File: src/rtl/des_pkg.sv
// Shared DES constants: block geometry, FSM encodings and the IP / inverse-IP tables.
// Table entries use DES numbering, where bit 1 is the MSB of the 64-bit block.
package des_pkg;

   localparam int BLOCK_W = 64;
   localparam int HALF_W  = 32;

   typedef logic [1:BLOCK_W] des_block_t;

   localparam logic [1:0] ST_LOAD = 2'd0;
   localparam logic [1:0] ST_PERM = 2'd1;
   localparam logic [1:0] ST_HOLD = 2'd2;

   // Output bit i (1-based) takes input bit IP_TABLE[i-1].
   localparam int IP_TABLE [BLOCK_W] = '{
      58, 50, 42, 34, 26, 18, 10,  2, 60, 52, 44, 36, 28, 20, 12,  4,
      62, 54, 46, 38, 30, 22, 14,  6, 64, 56, 48, 40, 32, 24, 16,  8,
      57, 49, 41, 33, 25, 17,  9,  1, 59, 51, 43, 35, 27, 19, 11,  3,
      61, 53, 45, 37, 29, 21, 13,  5, 63, 55, 47, 39, 31, 23, 15,  7
   };

   // Final permutation used by the output stage of the core.
   localparam int INV_IP_TABLE [BLOCK_W] = '{
      40,  8, 48, 16, 56, 24, 64, 32, 39,  7, 47, 15, 55, 23, 63, 31,
      38,  6, 46, 14, 54, 22, 62, 30, 37,  5, 45, 13, 53, 21, 61, 29,
      36,  4, 44, 12, 52, 20, 60, 28, 35,  3, 43, 11, 51, 19, 59, 27,
      34,  2, 42, 10, 50, 18, 58, 26, 33,  1, 41,  9, 49, 17, 57, 25
   };

endpackage

File: src/rtl/des_ip_front_if.sv
// Byte-stream input and L0/R0 output handshakes of the DES front end.
// The slave modport is the DES front end; the master is its environment.
interface des_ip_front_if;
   import des_pkg::*;

   logic [7:0]        in_byte;
   logic              in_valid;
   logic              in_ready;
   logic [1:HALF_W]   L0;
   logic [1:HALF_W]   R0;
   logic              out_valid;
   logic              out_ready;

   modport master (
      output in_byte, in_valid, out_ready,
      input  in_ready, L0, R0, out_valid
   );

   modport slave (
      input  in_byte, in_valid, out_ready,
      output in_ready, L0, R0, out_valid
   );

endinterface

File: src/rtl/des_ip_perm.sv
// Purely combinational DES initial permutation, wired straight from the package table.
module des_ip_perm
   import des_pkg::*;
(
   input  des_block_t din,
   output des_block_t dout
);

   for (genvar i = 1; i <= BLOCK_W; i++) begin : g_bit
      assign dout[i] = din[IP_TABLE[i-1]];
   end

endmodule

File: src/rtl/des_ip_front.sv
// DES front end: byte-serial block assembly, initial permutation and L0/R0 handoff.
// Optional DES_IP_PARALLEL_LOAD_EN adds a 64-bit parallel load path (par_in/par_valid).
//
// state   | meaning
// LOAD    | accepting bytes (or a parallel block) into the assembly register
// PERM    | one cycle: register IP(assembly) into L0/R0
// HOLD    | L0/R0 presented, waiting for out_ready
module des_ip_front
   import des_pkg::*;
#(
   parameter bit FIRST_BYTE_MSB    = 1'b1,
   parameter bit FLUSH_CLEARS_DATA = 1'b0
)
(
   input  logic            clk,
   input  logic            rst_n,
   input  logic            flush,
`ifdef DES_IP_PARALLEL_LOAD_EN
   input  logic [1:BLOCK_W] par_in,
   input  logic            par_valid,
`endif
   output logic            busy,
   des_ip_front_if.slave   bus
);

   logic [1:0]  state;
   logic [2:0]  byte_cnt;
   logic [2:0]  slot;
   des_block_t  asm_q;
   des_block_t  asm_nxt;
   des_block_t  perm_out;
   des_block_t  out_q;
   logic        par_take;
   logic        byte_take;

`ifdef DES_IP_PARALLEL_LOAD_EN
   assign par_take = (state == ST_LOAD) && (byte_cnt == 3'd0) && par_valid;
`else
   assign par_take = 1'b0;
`endif

   // A parallel load in the same cycle swallows the byte strobe.
   assign byte_take = (state == ST_LOAD) && bus.in_valid && !par_take;
   assign slot      = FIRST_BYTE_MSB ? byte_cnt : (3'd7 - byte_cnt);

   always_comb begin
      asm_nxt = asm_q;
      for (int k = 0; k < 8; k++) begin
         if (slot == k[2:0]) asm_nxt[8*k+1 +: 8] = bus.in_byte;
      end
   end

   des_ip_perm u_perm (
      .din  (asm_q),
      .dout (perm_out)
   );

   always_ff @(posedge clk or negedge rst_n) begin
      if (!rst_n) begin
         state    <= ST_LOAD;
         byte_cnt <= 3'd0;
         asm_q    <= '0;
         out_q    <= '0;
      end else if (flush) begin
         // L0/R0 deliberately keep their last value across a flush.
         state    <= ST_LOAD;
         byte_cnt <= 3'd0;
         if (FLUSH_CLEARS_DATA) asm_q <= '0;
      end else begin
         case (state)
            ST_LOAD: begin
`ifdef DES_IP_PARALLEL_LOAD_EN
               if (par_take) begin
                  asm_q <= par_in;
                  state <= ST_PERM;
               end else
`endif
               if (byte_take) begin
                  asm_q    <= asm_nxt;
                  byte_cnt <= byte_cnt + 3'd1;
                  if (byte_cnt == 3'd7) state <= ST_PERM;
               end
            end
            ST_PERM: begin
               out_q <= perm_out;
               state <= ST_HOLD;
            end
            ST_HOLD: begin
               if (bus.out_ready) state <= ST_LOAD;
            end
            default: state <= ST_LOAD;
         endcase
      end
   end

   assign bus.in_ready  = (state == ST_LOAD);
   assign bus.out_valid = (state == ST_HOLD);
   assign bus.L0        = out_q[1:HALF_W];
   assign bus.R0        = out_q[HALF_W+1:BLOCK_W];
   assign busy          = (state != ST_LOAD) || (byte_cnt != 3'd0);

endmodule
File: src/flat_wrapper.sv
// flat-port wrapper written by rule: the top's interface ports become plain ports
module des_ip_front_flat import des_pkg::*;
#(
   parameter bit FIRST_BYTE_MSB    = 1'b1,
   parameter bit FLUSH_CLEARS_DATA = 1'b0
)
  (clk, rst_n, flush, busy, bus_in_byte, bus_in_valid, bus_out_ready, bus_in_ready, bus_L0, bus_R0, bus_out_valid);
  des_ip_front_if bus_i ();
  input  logic clk;
  input  logic rst_n;
  input  logic flush;
  output logic busy;
  input wire logic [$bits(bus_i.in_byte)-1:0] bus_in_byte;
  input wire logic [$bits(bus_i.in_valid)-1:0] bus_in_valid;
  input wire logic [$bits(bus_i.out_ready)-1:0] bus_out_ready;
  output wire logic [$bits(bus_i.in_ready)-1:0] bus_in_ready;
  output wire logic [$bits(bus_i.L0)-1:0] bus_L0;
  output wire logic [$bits(bus_i.R0)-1:0] bus_R0;
  output wire logic [$bits(bus_i.out_valid)-1:0] bus_out_valid;
  assign bus_i.in_byte = bus_in_byte;
  assign bus_i.in_valid = bus_in_valid;
  assign bus_i.out_ready = bus_out_ready;
  assign bus_in_ready = bus_i.in_ready;
  assign bus_L0 = bus_i.L0;
  assign bus_R0 = bus_i.R0;
  assign bus_out_valid = bus_i.out_valid;
  des_ip_front #(.FIRST_BYTE_MSB(FIRST_BYTE_MSB), .FLUSH_CLEARS_DATA(FLUSH_CLEARS_DATA)) u_core (.clk(clk), .rst_n(rst_n), .flush(flush), .busy(busy), .bus(bus_i));
endmodule
File: config.mk
export PLATFORM = sky130hd
export DESIGN_NAME = des_ip_front_flat
export DESIGN_NICKNAME = d
export VERILOG_FILES = /design/src/rtl/des_pkg.sv /design/src/rtl/des_ip_front_if.sv /design/src/rtl/des_ip_perm.sv /design/src/rtl/des_ip_front.sv /design/src/flat_wrapper.sv
export SDC_FILE = /design/constraint.sdc
export NUM_CORES = 1
export LEC_CHECK = 0
export ABC_AREA = 1
export BUFFER_PORTS_ARGS = -buffer_cell sky130_fd_sc_hd__clkbuf_2
export CORE_ASPECT_RATIO = 2
export CORE_MARGIN = 2
export CORE_UTILIZATION = 30
export CTS_CLUSTER_DIAMETER = 120
export DETAILED_ROUTE_END_ITERATION = 10
export PLACE_DENSITY = 0.54
export SYNTH_ARGS = -nofsm -noshare
export SYNTH_HDL_FRONTEND = slang
export SYNTH_HIERARCHICAL = 1
export SYNTH_SLANG_ARGS = --single-unit
File: constraint.sdc
create_clock -name clk -period 2.25 [get_ports clk]
set_input_delay 0.675 -clock clk [delete_from_list [all_inputs] [get_ports clk]]
set_output_delay 0.675 -clock clk [all_outputs]
set_load 0.02 [all_outputs]
== Word-level counts from Yosys, hierarchy flattened ==
Index checks and enable logic that the tools add are counted.
Word-level totals
  flip-flop bits (word level): 133
  latch bits: 0
  memory bits (writable): 0
  memory bits (read-only): 0
  output and inout bits: 67
  word-level logic and storage cells: 52
  memories kept: 0
Operators by class
  add/subtract/negate cells: 1
  multiply operators: 0
  divide/modulo/power cells: 0
  $lt $le $gt $ge: 0
  equality and inequality tests: 12
  shift operators: 0
  muxes and demuxes: 8
  bitwise operators: 1
  reduce and logical (&&, ||, !) cells: 19
Operators by type and width (number)
  AND reduction 4 bit: 8
  == test 3 bit, second input constant: 4
  two-way mux 3 bit: 3
  two-way mux 2 bit: 4
  == test 3 x 2 -> 1 bit, second input constant: 2
  inequality test 3 x 2 -> 1 bit, second input constant: 2
  one-hot mux 2 bit (3 select lines): 1
  nonzero test 2 bit: 3
  AND reduction 2 bit: 2
  adder 3 x 1 -> 3 bit, second input constant: 1
  == test 3 x 1 -> 1 bit, second input constant: 1
  zero test 3 bit: 1
  inequality test 3 bit, second input constant: 1
  AND reduction 3 bit: 1
  nonzero test 3 bit: 1
  == test 2 x 1 -> 1 bit, second input constant: 1
  == test 2 bit, second input constant: 1
  zero test 2 bit: 1
  logical AND 1 bit: 1
  logical OR 1 bit: 1
  inverter 1 bit: 1

== Longest topological paths before layout ==
Gate-level depths: netlist of run 1.
  depth after elaboration: 5
  depth in mapped cells: 7
  mapped depth without buffers: 7

== Cells and area by module ==
The synthesis of run 1 kept the hierarchy.
By module, submodules not included
  des_ip_front: times used 1, cells an instance 606, area each 5427.7 um^2, seq. area each 3328.2 um^2
  des_ip_perm: times used 1, cells an instance 64, area each 480.5 um^2, seq. area each 0.0 um^2

== Worst setup path after synthesis of run 1 ==
No wires, ideal clock.
  kind: reg2out
  from: register u_core.state[0]
  to: output port busy
  arrival: 968 ps
  data required time: 1575 ps
  slack: 607 ps
  stages on the path, launching flop included: 3
  buffers on the path: 0
  cell sequence: dfrtp_1 > nor2_4 > nand3_1
Between the ends
  longest elaborated chain between the ends: 2
Ends and longest elaborated chain
  start, declared: line des_ip_front.sv:26  | logic [1:0] state;
  start signal, assigned: line des_ip_front.sv:60  | state <= ST_LOAD;
  start signal, assigned: line des_ip_front.sv:66  | state <= ST_LOAD;
  start signal, assigned: line des_ip_front.sv:81  | if (byte_cnt == 3'd7) state <= ST_PERM;
  nonzero test 2 bit: line des_ip_front.sv:100  | assign busy = (state != ST_LOAD) || (byte_cnt != 3'd0);
  logical OR 1 bit: line des_ip_front.sv:100
  end, declared: line flat_wrapper.sv:12  | output logic busy;
No other way between the ends.

== Worst setup path after layout of run 1 ==
Same ends and word-level chain as after synthesis.

==> results of run 1 <==
-- power breakdown --
group / internal [mW] / switching (mW)
sequential: 2.57 / 0.109
clock: 2.01 / 1.10
combinational: 0.141 / 0.296
total: 4.72 / 1.51
-- synth_stat cells --
library cell,number
ha_1,6
o21ai_0,17
inv_1,74
nand3_1,62
inv_2,2
buf_4,66
nand4_1,6
nor2_4,6
dfrtp_1,133
o21ai_1,51
clkbuf_1,12
nand2_4,1
nor2_2,2
nand2_2,1
nor2_1,3
clkinv_1,1
nor3_2,1
buf_2,16
nand2_1,210
-- final timing paths --
kind / start / endpoint / slack, ns / cells after the start
worst min-delay path: rst_n / u_core/out_q[1]$_DFFE_PN0P_ / 0.22 / 1
worst min register to register: u_core/asm_q[35]$_DFFE_PN0P_ / u_core/asm_q[35]$_DFFE_PN0P_ / 0.48 / 2
worst max-delay path: u_core/state[0]$_DFFE_PN0P_ / busy / 0.11 / 3
min in group clk: bus_out_ready / u_core/state[1]$_DFFE_PN0P_ / 0.43 / 2
max in group asynchronous: rst_n / u_core/asm_q[34]$_DFFE_PN0P_ / 1.42 / 2
worst max register to register: u_core/state[0]$_DFFE_PN0P_ / u_core/asm_q[54]$_DFFE_PN0P_ / 0.62 / 5
-- sequential cells by signal (all words and copies together), names as in the netlist --
| signal | cells |
|---|---|
| u_core/byte_cnt | 3 |
| u_core/out_q | 64 |
| u_core/asm_q | 64 |
| u_core/state | 2 |
-- cell families (layout without fill, tap and decap cells) --
kind of cell    Yosys count  after routing  synth area share
buf+inv                 171            210             0.154
flops                   133            133             0.563
simple gates            292            292             0.212
fa+ha+maj                 6              6            0.0127
compound gates           68             68            0.0576
-- cell type report --
cell class / instances / share of cell area
clock inverters: 14 / 0.0324
flip-flops and latches: 133 / 0.482
repair buffers: 101 / 0.0888
clock buffers: 18 / 0.0636
multi-input cells: 366 / 0.245
inverters: 77 / 0.0418
well taps: 259 / 0.0469
-- routing by layer --
| layer | wire (µm) | global-route usage | vias up |
|---|---|---|---|
| li1 | - | - | 2083 |
| met1 | 5630 | 0.174 | 2071 |
| met2 | 8040 | 0.260 | 128 |
| met3 | 665 | 0.0341 | 30 |
| met4 | 556 | 0.0719 | 0 |
| met5 | 0 | 0 | - |
-- metrics by stage --
stage          cell area [µm²]  hold WS [ns]
3_3_place_gp              6240         0.454
3_5_place_dp              6240         0.458
2_1_floorplan             5910         0.379
5_1_grt                   6910         0.246
6_report                  6910         0.219
4_1_cts                   6910         0.233
-- worst reg2reg max path: cells and delay by family, from the launching register on --
kind	cells	cell delay, ns
flip-flops	1	0.48
AND/OR/NAND/NOR	5	1.07
==> out/metrics.csv, run 1 <==
metric;value;unit
Row Count;72;
fraction of layout instances using a drive strength above 1;0.207;
pin count of the biggest net entering global routing;49;
Die Y;202;µm
Bufs on Longest Clock Path;2;
static leakage power;3.53;nW
DRC marker count from the first detailed-route iteration;361;
type of origin of the critical path;register;
worst path bufs/invs;1;
area of the placeable core;19400;µm²
number of input and output port buffers inserted;79;
Final Routed Wirelength;14900;µm
cell count after placement;936;
count of max-cap constraint violations;0;
standard cell with the maximum stage delay on the critical path;dfrtp_1;
final net count;715;
worst slew pin tran;0.488;ns
most common library cell in the layout ignoring fill and taps;nand2_1;
number of antenna violations at the first check in global routing;0;
synthesized netlist net count;689;
number of hold-slack violations in the final timing report;0;
die area;20900;µm²
count of warnings emitted by yosys;6;
RSZ-0062 raised after global routing;false;
chip width;103;µm
number of setup violations in the final report;0;
relative area change from synthesis to final layout;16.9;%
number of gates given a new drive strength after cts;0;
root buf cell;clkbuf_16;
CTS tree;done;
global route total overflow;0;
drt pass-1 iters;5;
kind of end point of the critical path;output pin;
total of fill cells in the finished design;1986;
data arrival time of the worst path;1.47;ns
number of global-route vias before repair;4274;
number of ports placed on the die boundary;80;
number of clock sinks seen by CTS;133;
run status;completed;
Max transition margin;0.675;
cts-stage hold buffer count;0;
routed via count divided by cell count;4.45;
clock buffer count from CTS;17;
number of non-filler instances in the completed layout;968;
total count of max-transition violations in the final report;0;
CTS H-Tree Depth;4;
kind of critical path;register to output pin;
share of Yosys cell area claimed by the top area cell type;0.563;
register cell area after layout;3330;µm²
setup slack of the critical path after layout;0.107;ns
multi-input combinational cell area;1690;µm²
cells along the critical path;nor2_4 -> nand3_1 -> clkbuf_2;
Max IR drop VDD;388;µV
wire length per cell after detailed routing;15.4;µm
areal power density over the cells;902;nW/µm²
longest individual stage delay on the worst path;0.48;ns
post-detailed-route DRC marker count;0;
pre-CTS WS;0.468;ns
commonest cells after routing, fill and taps aside;nand2_1, dfrtp_1, clkbuf_2, inv_1, nand3_1;
Min Clock Period, post-route;2.14;ns
final core area utilization;0.357;
post-route total power;6.23;mW
Worst Hold Class;primary input to asynchronous set/reset pin;
RD Place Congestion;0.806;
period utilisation layout;0.952;
maximum frequency from static timing analysis;467;MHz
worst-skew pair later-pin latency;0.42;ns
first-pass GRT wire length;23500;µm
global router's overall resource usage;0.151;
post-synthesis average cell area;8.82;µm²
largest delay contributor family on the critical path;flip-flops;
post-CTS clock slew at the launch and capture registers of the worst setup and hold paths;0.06;ns
dominant cell type by area after synthesis;dfrtp_1;
sum of negative setup slack;0;ns
top post-synthesis cells by area;dfrtp_1, nand2_1, buf_4, nand3_1, inv_1;
overall via count from detail_route;4312;
peak fanout along the critical path;10;
post-detail-place hpwl;10400;µm
setup clock skew after layout;0.0152;ns
data required time at the worst endpoint;1.57;ns
sequential fraction of the synthesis area;0.563;
antenna diode instance count;0;
post-synth design cell area;5910;µm²
Initial Util;0.305;
gate count of the mapped netlist;670;
number of routed nets with antenna violations;0;
number of distinct library cell variants in the gate-level netlist after synthesis;19;
buffer count from post-CTS setup fixing;0;
number of synthesized register bits;133;
Power figures use the tool's default switching activity.
==> inputs of run 2 (changes only) <==
CELL_PAD_IN_SITES_DETAIL_PLACEMENT = 0   (was not set)
CELL_PAD_IN_SITES_GLOBAL_PLACEMENT = 2   (was not set)
PLACE_DENSITY = 0.77   (was 0.54)
==> run 2 against run 1 <==
Effect of this change:
- hold slack better by 0.019 ns
- clock-buffer cell count up 3
- die area unchanged
- sequential cell count unchanged
- clock power down 7.7%
- maximum frequency about the same
- register-to-register slack about the same
- non-clock buffer count down 4
- worst setup slack better by 0.0013 ns
- combinational power about the same
- critical path depth unchanged
- total power down 3.9%
- highest routed layer unchanged
==> out/metrics.csv, run 2 (same netlist as run 1, synthesis figures left out) <==
metric;value;unit;change
run status;completed;;unchanged
post-route total power;5.99;mW;was 6.23 mW
Min Clock Period, post-route;2.14;ns;about the same
Row Count;72;;unchanged
number of input and output port buffers inserted;79;;unchanged
worst-skew pair later-pin latency;0.41;ns;was 0.42 ns
total count of max-transition violations in the final report;0;;unchanged
wire length per cell after detailed routing;15.4;µm;about the same
post-detailed-route DRC marker count;0;;unchanged
root buf cell;clkbuf_16;;unchanged
global router's overall resource usage;0.151;;about the same
proportion of total power due to net switching;0.245;;was 0.242
most common library cell in the layout ignoring fill and taps;nand2_1;;unchanged
number of gates given a new drive strength after cts;0;;unchanged
kind of end point of the critical path;output pin;;unchanged
type of origin of the critical path;register;;unchanged
first-pass GRT wire length;23500;µm;about the same
die area;20900;µm²;unchanged
cell count after placement;932;;was 936
number of non-filler instances in the completed layout;964;;was 968
number of setup violations in the final report;0;;unchanged
data arrival time of the worst path;1.47;ns;about the same
Initial Util;0.305;;unchanged
static leakage power;3.47;nW;was 3.53 nW
routed via count divided by cell count;4.41;;was 4.45
worst slew pin tran;0.517;ns;was 0.488 ns
proportion of power drawn by flip-flops and latches;0.448;;was 0.430
number of global-route vias before repair;4346;;was 4274
Post-Route Hold Slack;0.238;ns;was 0.219 ns
setup clock skew after layout;0.00949;ns;was 0.0152 ns
cts-stage hold buffer count;0;;unchanged
data required time at the worst endpoint;1.57;ns;about the same
internal power component;4.52;mW;was 4.72 mW
peak fanout along the critical path;10;;unchanged
fraction of layout instances using a drive strength above 1;0.200;;was 0.207
number of hold-slack violations in the final timing report;0;;unchanged
DRC marker count from the first detailed-route iteration;245;;was 361
kind of critical path;register to output pin;;unchanged
sum of negative setup slack;0;ns;unchanged
pin count of the biggest net entering global routing;89;;was 49
areal power density over the cells;877;nW/µm²;was 902 nW/µm²
area of the placeable core;19400;µm²;unchanged
number of antenna violations at the first check in global routing;0;;unchanged
Max IR drop VDD;460;µV;was 388 µV
Max transition margin;0.655;;was 0.675
number of routed nets with antenna violations;0;;unchanged
clock buffer count from CTS;17;;unchanged
number of ports placed on the die boundary;80;;unchanged
CTS tree;done;;unchanged
buffer count from post-CTS setup fixing;0;;unchanged
Worst Hold Class;primary input to asynchronous set/reset pin;;unchanged
period utilisation layout;0.952;;about the same
antenna diode instance count;0;;unchanged
portion of total power attributed to the clock network;0.479;;was 0.500
portion of total power attributed to combinational logic;0.073;;was 0.070
count of max-cap constraint violations;0;;unchanged
Bufs on Longest Clock Path;2;;unchanged
total of fill cells in the finished design;2011;;was 1986
post-CTS clock slew at the launch and capture registers of the worst setup and hold paths;0.06;ns;about the same
number of clock sinks seen by CTS;133;;unchanged
global route total overflow;0;;unchanged
CTS H-Tree Depth;4;;unchanged
chip width;103;µm;unchanged
post-detail-place hpwl;10100;µm;was 10400 µm
drt pass-1 iters;5;;unchanged
registers with the most flip-flops;u_core/asm_q x64, u_core/out_q x64, u_core/byte_cnt x3;;unchanged
Final Routed Wirelength;14900;µm;about the same
Die Y;202;µm;unchanged
relative area change from synthesis to final layout;15.5;%;was 16.9%
maximum frequency from static timing analysis;467;MHz;about the same
RD Place Congestion;0.814;;was 0.806
RSZ-0062 raised after global routing;false;;unchanged
switching power;1.47;mW;was 1.51 mW
commonest cells after routing, fill and taps aside;nand2_1, dfrtp_1, clkbuf_2, inv_1, nand3_1;;unchanged
final net count;711;;was 715
overall via count from detail_route;4252;;was 4312
[run 2: changes by cell type in the layout (fill, tap and decap cells not counted), sizes merged]
cell	before	now
buf	23	19
clkinv	7	3
clkinvlp	1	5
clkbuf	96	99
bufinv	5	3
inv	78	77
[run 2: area by class of cell]
| class | count | area [µm²] | share of cell area |
|---|---|---|---|
| Clock buffer | 21 | 460 | 0.0675 |
| Sequential cell | 133 | 3330 | 0.488 |
| Tap cell | 259 | 324 | 0.0475 |
| Clock inverter | 11 | 150 | 0.0220 |
| Timing Repair Buffer | 97 | 583 | 0.0854 |
| Multi-Input combinational cell | 366 | 1690 | 0.248 |
| Inverter | 77 | 289 | 0.0424 |
[run 2: worst paths after layout]
kind	from	end	slack, ns	cells past startpoint
setup / recovery	u_core/state[0]$_DFFE_PN0P_	busy	0.11	3
hold / removal	rst_n	u_core/asm_q[17]$_DFFE_PN0P_	0.24	1
setup reg to reg	u_core/byte_cnt[2]$_DFFE_PN0P_	u_core/asm_q[37]$_DFFE_PN0P_	0.62	7
hold reg to reg	u_core/asm_q[36]$_DFFE_PN0P_	u_core/asm_q[36]$_DFFE_PN0P_	0.48	2
max in group asynchronous	rst_n	u_core/out_q[59]$_DFFE_PN0P_	1.43	2
min in group clk	bus_out_ready	u_core/state[1]$_DFFE_PN0P_	0.45	2
[run 2: critical path: stages (launching register included)]
cell      delay [ns]
dfrtp_1         0.48
nor2_4          0.29
nand3_1         0.11
clkbuf_2        0.18
[run 2: routing by layer]
layer  share of wire  wire (µm)  track usage  vias up
met5               0          0            0        -
met4           0.041        606       0.0836        0
met3           0.044        655       0.0286       29
met2            0.51       7590        0.248      132
met1            0.40       6020        0.180     2020
li1                -          -            -     2071
[run 2: stage by stage]
stage | setup WS [ns] | utilization | cell area [µm²]
after detailed placement | 0.509 | 0.321 | 6210
after global placement | 0.565 | 0.321 | 6210
after floorplan | 0.607 | - | 5910
after global routing | 0.0155 | 0.352 | 6820
final | 0.109 | 0.352 | 6820
after CTS | 0.0823 | 0.352 | 6820
[run 2: power by group through the flow]
stage / registers (mW) / logic (mW) / clock network (mW)
after floorplan: 2.69 / 0.505 / 0
after global placement: 2.72 / 0.429 / 0
after detailed placement: 2.73 / 0.442 / 0
after CTS: 2.69 / 0.448 / 2.94
after global routing: 2.71 / 0.505 / 3.04
final: 2.69 / 0.435 / 2.87
==> inputs of run 3 (changes only) <==
MAX_ROUTING_LAYER = met4   (was not set)
PLACE_DENSITY = not set   (was 0.77)
PLACE_DENSITY_LB_ADDON = 0.25   (was not set)
==> run 3 against run 2 <==
Effect of this change:
- register-to-register slack lost 0.06 ns
- utilization rose by 0.52 points
- clock skew is 0.0043 ns lower
- maximum frequency fell by 0.93%
- combinational power decreased by 1%
- sequential power is essentially flat
- first-iteration DRC count rose by 8.6%
- highest routed layer unchanged
==> out/metrics.csv, run 3 (same netlist as run 1, synthesis figures left out) <==
metric;value;unit;change
number of global-route vias before repair;4235;;was 4346
number of routed nets with antenna violations;0;;unchanged
most common library cell in the layout ignoring fill and taps;nand2_1;;unchanged
Initial Util;0.305;;unchanged
total count of max-transition violations in the final report;0;;unchanged
Row Count;72;;unchanged
Reg2Reg Launch Point;u_core/state[0]$_DFFE_PN0P_;;was u_core/byte_cnt[2]$_DFFE_PN0P_
global router's overall resource usage;0.159;;was 0.151
internal power component;4.93;mW;was 4.52 mW
register cell area after layout;3330;µm²;unchanged
Worst Hold Class;primary input to asynchronous set/reset pin;;unchanged
kind of critical path;register to output pin;;unchanged
wire length per cell after detailed routing;15.6;µm;was 15.4 µm
Max IR drop VDD;464;µV;was 460 µV
total of fill cells in the finished design;2013;;was 2011
worst-skew pair later-pin latency;0.42;ns;was 0.41 ns
registers with the most flip-flops;u_core/asm_q x64, u_core/out_q x64, u_core/byte_cnt x3;;unchanged
Die Y;202;µm;unchanged
number of gates given a new drive strength after cts;0;;unchanged
buffer count from post-CTS setup fixing;0;;unchanged
final net count;715;;was 711
setup slack of the critical path after layout;0.0885;ns;was 0.109 ns
type of origin of the critical path;register;;unchanged
period utilisation layout;0.961;;was 0.952
areal power density over the cells;923;nW/µm²;was 877 nW/µm²
DRC marker count from the first detailed-route iteration;266;;was 245
area of the placeable core;19400;µm²;unchanged
launching instance or port of the critical path;u_core/state[0]$_DFFE_PN0P_;;unchanged
Post-Route Hold Slack;0.208;ns;was 0.238 ns
multi-input combinational cell area;1690;µm²;unchanged
clock buffer count from CTS;17;;unchanged
CTS tree;done;;unchanged
relative area change from synthesis to final layout;17.2;%;was 15.5%
Max transition margin;0.665;;was 0.655
static leakage power;3.53;nW;was 3.47 nW
sum of negative setup slack;0;ns;unchanged
number of input and output port buffers inserted;79;;unchanged
CTS H-Tree Depth;4;;unchanged
number of clock sinks seen by CTS;133;;unchanged
die area;20900;µm²;unchanged
instance area after placement;6230;µm²;was 6210 µm²
Min Clock Period, post-route;2.16;ns;was 2.14 ns
Final Routed Wirelength;15100;µm;was 14900 µm
proportion of total power due to net switching;0.229;;was 0.245
routed via count divided by cell count;4.31;;was 4.41
kind of end point of the critical path;output pin;;unchanged
number of ports placed on the die boundary;80;;unchanged
commonest cells after routing, fill and taps aside;nand2_1, dfrtp_1, clkbuf_2, inv_1, nand3_1;;unchanged
proportion of power drawn by flip-flops and latches;0.422;;was 0.448
post-detailed-route DRC marker count;0;;unchanged
chip width;103;µm;unchanged
setup clock skew after layout;0.00520;ns;was 0.00949 ns
worst slew pin tran;0.501;ns;was 0.517 ns
maximum frequency from static timing analysis;463;MHz;was 467 MHz
fraction of layout instances using a drive strength above 1;0.206;;was 0.200
data arrival time of the worst path;1.49;ns;was 1.47 ns
overall via count from detail_route;4173;;was 4252
number of setup violations in the final report;0;;unchanged
run status;completed;;unchanged
drt pass-1 iters;4;;was 5
first-pass GRT wire length;24100;µm;was 23500 µm
switching power;1.46;mW;was 1.47 mW
post-detail-place hpwl;10400;µm;was 10100 µm
portion of total power attributed to the clock network;0.511;;was 0.479
RSZ-0062 raised after global routing;false;;unchanged
portion of total power attributed to combinational logic;0.067;;was 0.073
global route total overflow;0;;unchanged
final cell area excluding filler cells;6930;µm²;was 6820 µm²
pre-CTS WS;0.269;ns;was 0.509 ns
peak fanout along the critical path;10;;unchanged
number of hold-slack violations in the final timing report;0;;unchanged
count of max-cap constraint violations;0;;unchanged
RD Place Congestion;0.781;;was 0.814
post-CTS clock slew at the launch and capture registers of the worst setup and hold paths;0.06;ns;about the same
root buf cell;clkbuf_16;;unchanged
pin count of the biggest net entering global routing;89;;unchanged
Bufs on Longest Clock Path;2;;unchanged
cts-stage hold buffer count;0;;unchanged
antenna diode instance count;0;;unchanged
data required time at the worst endpoint;1.57;ns;about the same
number of antenna violations at the first check in global routing;0;;unchanged
[run 3: cell types whose count changed in the layout (fill, tap and decap cells not counted), sizes merged]
| cell | before | now |
|---|---|---|
| buf | 19 | 23 |
| bufinv | 3 | 7 |
| clkbuf | 99 | 97 |
| clkinvlp | 5 | 3 |
[run 3: cell type report]
| class | instances | share of cell area |
|---|---|---|
| sequential | 133 | 0.481 |
| timing repair buffer | 101 | 0.0867 |
| multi-input combinational | 366 | 0.244 |
| inverter | 77 | 0.0417 |
| clock inverter | 13 | 0.0363 |
| clock buffer | 19 | 0.0640 |
| tap | 259 | 0.0468 |
[run 3: stage by stage]
step | cells | power [mW] | utilization
after floorplan | 670 | 3.19 | -
after global placement | 936 | 3.18 | 0.322
after detailed placement | 936 | 3.18 | 0.322
after CTS | 968 | 6.48 | 0.358
after global routing | 968 | 6.68 | 0.358
final | 968 | 6.39 | 0.358
[run 3: power by group through the flow]
stage | sequential (mW) | clock (mW) | combinational [mW]
2_1_floorplan | 2.69 | 0 | 0.505
3_3_place_gp | 2.74 | 0 | 0.439
3_5_place_dp | 2.74 | 0 | 0.443
4_1_cts | 2.70 | 3.34 | 0.444
5_1_grt | 2.71 | 3.45 | 0.510
6_report | 2.70 | 3.27 | 0.430
[run 3: critical path, stage by stage (launching register included)]
cell and delay [ns]:
dfrtp_1 0.48, nor2_4 0.29, nand3_1 0.12, clkbuf_2 0.18
[run 3: routing by layer]
| layer | share of wire | up-vias | global-route usage |
|---|---|---|---|
| met2 | 0.51 | 78 | 0.257 |
| met1 | 0.44 | 1995 | 0.197 |
| met4 | 0.023 | 0 | 0.0620 |
| met3 | 0.026 | 18 | 0.0269 |
| li1 | - | 2082 | - |
| met5 | 0 | - | - |
[run 3: path summary, 6_finish.rpt]
path	end	slack, ns	cells after the start
setup / recovery	busy	0.09	3
hold / removal	u_core/out_q[13]$_DFFE_PN0P_	0.21	1
setup reg to reg	u_core/asm_q[57]$_DFFE_PN0P_	0.56	6
hold reg to reg	u_core/asm_q[34]$_DFFE_PN0P_	0.47	2
max in group asynchronous	u_core/asm_q[10]$_DFFE_PN0P_	1.41	2
min in group clk	u_core/state[1]$_DFFE_PN0P_	0.45	2
